--- src/rtl/async_fifo_rd_ctrl.sv ---
// Read-side controller for the dual-clock FIFO: write-pointer synchroniser, read pointer, flags.
// Optional sticky underflow monitor is built when RD_CTRL_UNDERFLOW_EN is defined.
module async_fifo_rd_ctrl #(
    parameter int unsigned AWIDTH           = 3,
    parameter int unsigned SYNC_STAGES      = 2,
    parameter int unsigned ALMOST_EMPTY_LVL = 1,
    parameter int unsigned SHOWAHEAD        = 0
) (
    input  logic              rd_clk_i,
    input  logic              aclr_i,
    input  logic              rd_req_i,
    input  logic [AWIDTH:0]   wr_pntr_gray_i,
    output logic [AWIDTH-1:0] rd_pntr_o,
    output logic [AWIDTH:0]   rd_pntr_gray_o,
    output logic              rd_empty_o,
    output logic              rd_almost_empty_o,
    output logic [AWIDTH:0]   rd_usedw_o,
    output logic              rd_valid_o,
    output logic              rd_underflow_o
);

    localparam logic [AWIDTH:0] AeLvl = (AWIDTH + 1)'(ALMOST_EMPTY_LVL);

    logic [AWIDTH:0] sync_q [SYNC_STAGES];
    logic [AWIDTH:0] wr_sync_gray;
    logic [AWIDTH:0] wr_sync_bin;
    logic [AWIDTH:0] rd_bin_q;
    logic [AWIDTH:0] rd_bin_next;
    logic [AWIDTH:0] rd_gray_next;
    logic [AWIDTH:0] usedw_next;
    logic            accept;

    always_ff @(posedge rd_clk_i or posedge aclr_i) begin
        if (aclr_i) begin
            for (int i = 0; i < int'(SYNC_STAGES); i++) begin
                sync_q[i] <= '0;
            end
        end else begin
            sync_q[0] <= wr_pntr_gray_i;
            for (int i = 1; i < int'(SYNC_STAGES); i++) begin
                sync_q[i] <= sync_q[i-1];
            end
        end
    end

    assign wr_sync_gray = sync_q[SYNC_STAGES-1];

    always_comb begin
        wr_sync_bin = '0;
        for (int k = 0; k <= int'(AWIDTH); k++) begin
            wr_sync_bin[k] = ^(wr_sync_gray >> k);
        end
    end

    assign accept       = rd_req_i & ~rd_empty_o;
    assign rd_bin_next  = rd_bin_q + (AWIDTH + 1)'(accept);
    assign rd_gray_next = rd_bin_next ^ (rd_bin_next >> 1);
    // Modulo subtraction over AWIDTH+1 bits keeps a full FIFO at 2^AWIDTH rather than 0.
    assign usedw_next   = wr_sync_bin - rd_bin_next;

    always_ff @(posedge rd_clk_i or posedge aclr_i) begin
        if (aclr_i) begin
            rd_bin_q          <= '0;
            rd_pntr_gray_o    <= '0;
            rd_empty_o        <= 1'b1;
            rd_almost_empty_o <= 1'b1;
            rd_usedw_o        <= '0;
            rd_valid_o        <= 1'b0;
        end else begin
            rd_bin_q          <= rd_bin_next;
            rd_pntr_gray_o    <= rd_gray_next;
            rd_empty_o        <= (rd_gray_next == wr_sync_gray);
            rd_almost_empty_o <= (usedw_next <= AeLvl);
            rd_usedw_o        <= usedw_next;
            rd_valid_o        <= accept;
        end
    end

    if (SHOWAHEAD != 0) begin : g_showahead
        // Address the next word early so a registered-output RAM already shows the head word.
        assign rd_pntr_o = rd_bin_next[AWIDTH-1:0];
    end else begin : g_normal
        assign rd_pntr_o = rd_bin_q[AWIDTH-1:0];
    end

`ifdef RD_CTRL_UNDERFLOW_EN
    logic underflow_q;

    always_ff @(posedge rd_clk_i or posedge aclr_i) begin
        if (aclr_i) begin
            underflow_q <= 1'b0;
        end else if (rd_req_i & rd_empty_o) begin
            underflow_q <= 1'b1;
        end
    end

    assign rd_underflow_o = underflow_q;
`else
    assign rd_underflow_o = 1'b0;
`endif

endmodule

--- config.mk ---
export PLATFORM = sky130hd
export DESIGN_NAME = async_fifo_rd_ctrl
export DESIGN_NICKNAME = d
export VERILOG_FILES = /design/src/rtl/async_fifo_rd_ctrl.sv
export SDC_FILE = /design/constraint.sdc
export NUM_CORES = 1
export LEC_CHECK = 0
export CAP_MARGIN = 0
export CORE_AREA = 2 2 48 50
export CTS_CLUSTER_SIZE = 30
export DETAILED_ROUTE_END_ITERATION = 8
export DIE_AREA = 0 0 50 52
export PLACE_DENSITY = 0.77
export SKIP_LAST_GASP = 1
export SYNTH_ARGS = -nofsm -noshare
export SYNTH_HDL_FRONTEND = slang
export SYNTH_SLANG_ARGS = --single-unit
--- constraint.sdc ---
create_clock -name rd_clk_i -period 3.2 [get_ports rd_clk_i]
set_clock_uncertainty 0.2 [all_clocks]
set_input_delay 0.8 -clock rd_clk_i [delete_from_list [all_inputs] [get_ports rd_clk_i]]
set_output_delay 0.8 -clock rd_clk_i [all_outputs]
set_load 0.02 [all_outputs]
==> results of run 1 <==
[through the flow]
stage,setup TNS (ns),std cells,instance area (sq um),utilization [%],worst slack [ns]
after CTS,0,124,1230,58.6,0.162
after global placement,-0.120,120,1200,56.9,-0.0767
after detailed placement,-0.274,120,1200,56.9,-0.146
after floorplan,0,68,931,-,0.267
final,0,124,1230,58.6,0.182
after global routing,0,124,1230,58.6,0.0688
[synthesized netlist by cell type]
library cell	number
a2111o_1	1
a21boi_0	1
a21oi_2	1
a31oi_1	2
and3_1	1
and4_4	1
buf_2	1
buf_4	1
conb_1	1
dfrtp_1	20
dfstp_2	2
ha_1	5
inv_1	7
mux2i_1	1
nand2_1	1
nand2b_1	1
nand3_1	1
nor2b_1	1
nor4_2	1
o2111ai_1	1
or2_1	1
xnor2_1	13
xor2_1	2
xor3_2	1
[layer usage]
layer | GRT usage (%) | wire length [um] | part of all wire, %
met1 | 16.9 | 593 | 39
met2 | 23.9 | 860 | 57
met3 | 1.72 | 42 | 2.8
met4 | 8.33 | 17 | 1.1
met5 | 0 | 0 | 0
[layout make-up]
class                      count  area [sq um]  share of cell area [%]
clock buffer                   4          36.3                    2.94
inverter                       7          26.3                    2.13
multi-input combinational     37           339                    27.5
sequential                    22           553                    44.8
tap                           28          35.0                    2.84
timing repair buffer          26           245                    19.9
[logic make-up after synthesis]
family	count (synthesis)
adders and majority gates	5
AOI/OAI and AO/OA	6
muxes	1
buffers and inverters	9
other	1
xor gates and xnor gates	16
DFF	22
and+or+nand+nor	8
[sequential cells by signal (all words and copies together) (netlist names)]
| register | cells |
|---|---|
| rd_empty_o | 1 |
| rd_usedw_o | 4 |
| rd_bin_q | 4 |
| rd_valid_o | 1 |
| rd_almost_empty_o | 1 |
| sync_q | 4 |
| rd_pntr_gray_o | 3 |
| wr_sync_gray | 4 |
[path summary, 6_finish.rpt]
check                      slack, ns                   endpoint            startpoint
max in group asynchronous       1.58    rd_usedw_o[2]$_DFF_PP0_                aclr_i
max                             0.18    rd_usedw_o[3]$_DFF_PP0_              rd_req_i
max reg2reg                     0.66    rd_usedw_o[3]$_DFF_PP0_  rd_empty_o$_DFF_PP1_
min in group asynchronous       0.73  wr_sync_gray[3]$_DFF_PP0_                aclr_i
min reg2reg                     0.16  wr_sync_gray[0]$_DFF_PP0_   sync_q[4]$_DFF_PP0_
min                             0.16  wr_sync_gray[0]$_DFF_PP0_   sync_q[4]$_DFF_PP0_
[power by group]
group / total, W / switching [W] / leakage, nW / internal [W]
Sequential: 0.000419 / 0.0000446 / 0.255 / 0.000375
Clock: 0.000150 / 0.0000808 / 0.0210 / 0.0000694
Combinational: 0.000809 / 0.000396 / 0.274 / 0.000413
Total: 0.00138 / 0.000521 / 0.550 / 0.000857
[layout by cell type (no fill, tap or decap)]
cell type / Yosys / layout
a31oi_1: 2 / 2
and4_4: 1 / 1
and3_1: 1 / 1
conb_1: 1 / 1
a21oi_2: 1 / 1
nand2_1: 1 / 1
xor2_1: 2 / 2
a2111o_1: 1 / 1
buf_4: 1 / 6
nor4_2: 1 / 1
or2_1: 1 / 1
mux2i_1: 1 / 1
dfrtp_1: 20 / 20
inv_1: 7 / 7
clkbuf_8: 0 / 1
o2111ai_1: 1 / 1
clkbuf_4: 0 / 3
dfstp_2: 2 / 2
nand3_1: 1 / 1
ha_1: 5 / 5
a21boi_0: 1 / 1
nand2b_1: 1 / 1
xor3_2: 1 / 1
xnor2_1: 13 / 13
nor2b_1: 1 / 1
clkdlybuf4s50_1: 0 / 20
[critical path: stages]
cell	delay, ns
clkdlybuf4s50_1	0.45
nor2b_1	0.20
ha_1	0.20
ha_1	0.18
xnor2_1	0.10
ha_1	0.30
inv_1	0.05
a2111o_1	0.36
and4_4	0.18
or2_1	0.19
==> impl_results.md, run 1 <==
- Status: complete, no violations
- Crit start category: primary input
- Pwr Total: 0.00138 W
- Reg clk slew, reported paths: 0.12 ns
- RSZ-0062 raised after global routing: false
- Max Cap Viol: 0
- Post-CTS sizing: 0
- Number of global-route vias before repair: 593
- H-tree depth: 1
- Initial DRC Count: 1
- Post-synthesis mux area share: 1.08%
- Top-area cell type share of the netlist area: 53.8%
- Cell Pwr Density: 1120 mW/mm^2
- Post-route ant nets: 0
- Min Hold Slack: 0.158 ns
- Remaining DRCs: 0
- Post-Syn Area: 931 sq um
- CP Max Fanout: 2
- Total GRT Usage: 14.0%
- Seq cells post-synth: 22
- Ant diodes: 0
- Setup crit end kind: flip-flop
- Vias after detailed routing: 571
- YS warnings: 0
- Post-Synth Simple-Gate Area: 6.18%
- # port buffers: 20
- Main combinational cell family by area after synthesis: XOR/XNOR gates
- Final wirelength: 1.51 mm
- Die Y: 52 um
- Nets: 109
- Syn nets: 80
- Reg2reg path depth: 9
- Hold Path Stages: 0
- Average size of a mapped cell: 13.7 sq um
- Initial antenna violation count: 0
- Gpl congestion: 0.734
- Seq/Total Area, Yosys: 59.4%
- Worst skew pair latency: 0.30 ns
- Synth Area in Adders: 6.72%
- IO Pins: 22
- Area grow syn2layout: 32.7%
- Die X: 50 um
- Fillers: 177
- Clk buf depth: 2
- Pre-antenna DRT Iters: 2
- Layout cells sized above 1: 16.7%
- Starting Density: 44.2%
- Final setup viols: 0
- CP Data Required Time: 3.20 ns
- Die area: 0.00260 sq mm
- Row count: 17
- Setup bufs post-CTS: 0
- Max VDD drop: 0.524 mV
- Final cycle utilization of the critical path: 94.3%
- Worst hold path type: reg2reg
- Worst EP arrival: 3.01 ns
- Vias/cell: 4.60
- Hold Buf Count CTS: 0
- Pin count of the biggest net entering global routing: 23
- CTS tree: yes
- Per-cell routed wire length: 12.2 um
- Final min period: 3.02 ns
- Netlist cell types: 24
- Xor and xnor area share after synthesis: 16.8%
- Clk root buf: clkbuf_4
- Final hold violations: 0
- WS Path Type: in2reg
- Complex-gate fraction of the synthesized area: 5.24%
- TritonCTS Buffers: 3
- Worst-Margin Slew: 0.784 ns
- Max-slew violation count: 0
- Global route overflow: 0
- Slew HR: 47.6%
- DP HPWL: 1.16 mm
- Max Fclk: 331 MHz
- Area leader, netlist: dfrtp_1
- P_leak: 0.550 nW
- First-pass GRT wire length: 2.62 mm
- Clk sinks: 22
- Area contributors post-synth: dfrtp_1, xnor2_1, ha_1
- Syn Inst Count: 68
- Core area: 0.00211 sq mm
(Power assumes the default switching activity.)
==> run 2, diff against run 1 <==
--- a/config.mk
+++ b/config.mk
@@ -5,6 +5,7 @@
 export SDC_FILE = /design/constraint.sdc
 export NUM_CORES = 1
 export LEC_CHECK = 0
+export ABC_CLOCK_PERIOD_IN_PS = 3200
 export CAP_MARGIN = 0
 export CORE_AREA = 2 2 48 50
 export CTS_CLUSTER_SIZE = 30
==> results of run 2 <==
The final DEF is identical to that of run 1; final timing and power are the same.
==> run 3, diff against run 2 <==
--- a/config.mk
+++ b/config.mk
@@ -8,7 +8,8 @@
 export ABC_CLOCK_PERIOD_IN_PS = 3200
 export CAP_MARGIN = 0
 export CORE_AREA = 2 2 48 50
-export CTS_CLUSTER_SIZE = 30
+export CTS_CLUSTER_DIAMETER = 60
+export CTS_CLUSTER_SIZE = 12
 export DETAILED_ROUTE_END_ITERATION = 8
 export DIE_AREA = 0 0 50 52
 export PLACE_DENSITY = 0.77
==> results of run 3 <==
The final DEF is identical to that of run 1; final timing and power are the same.
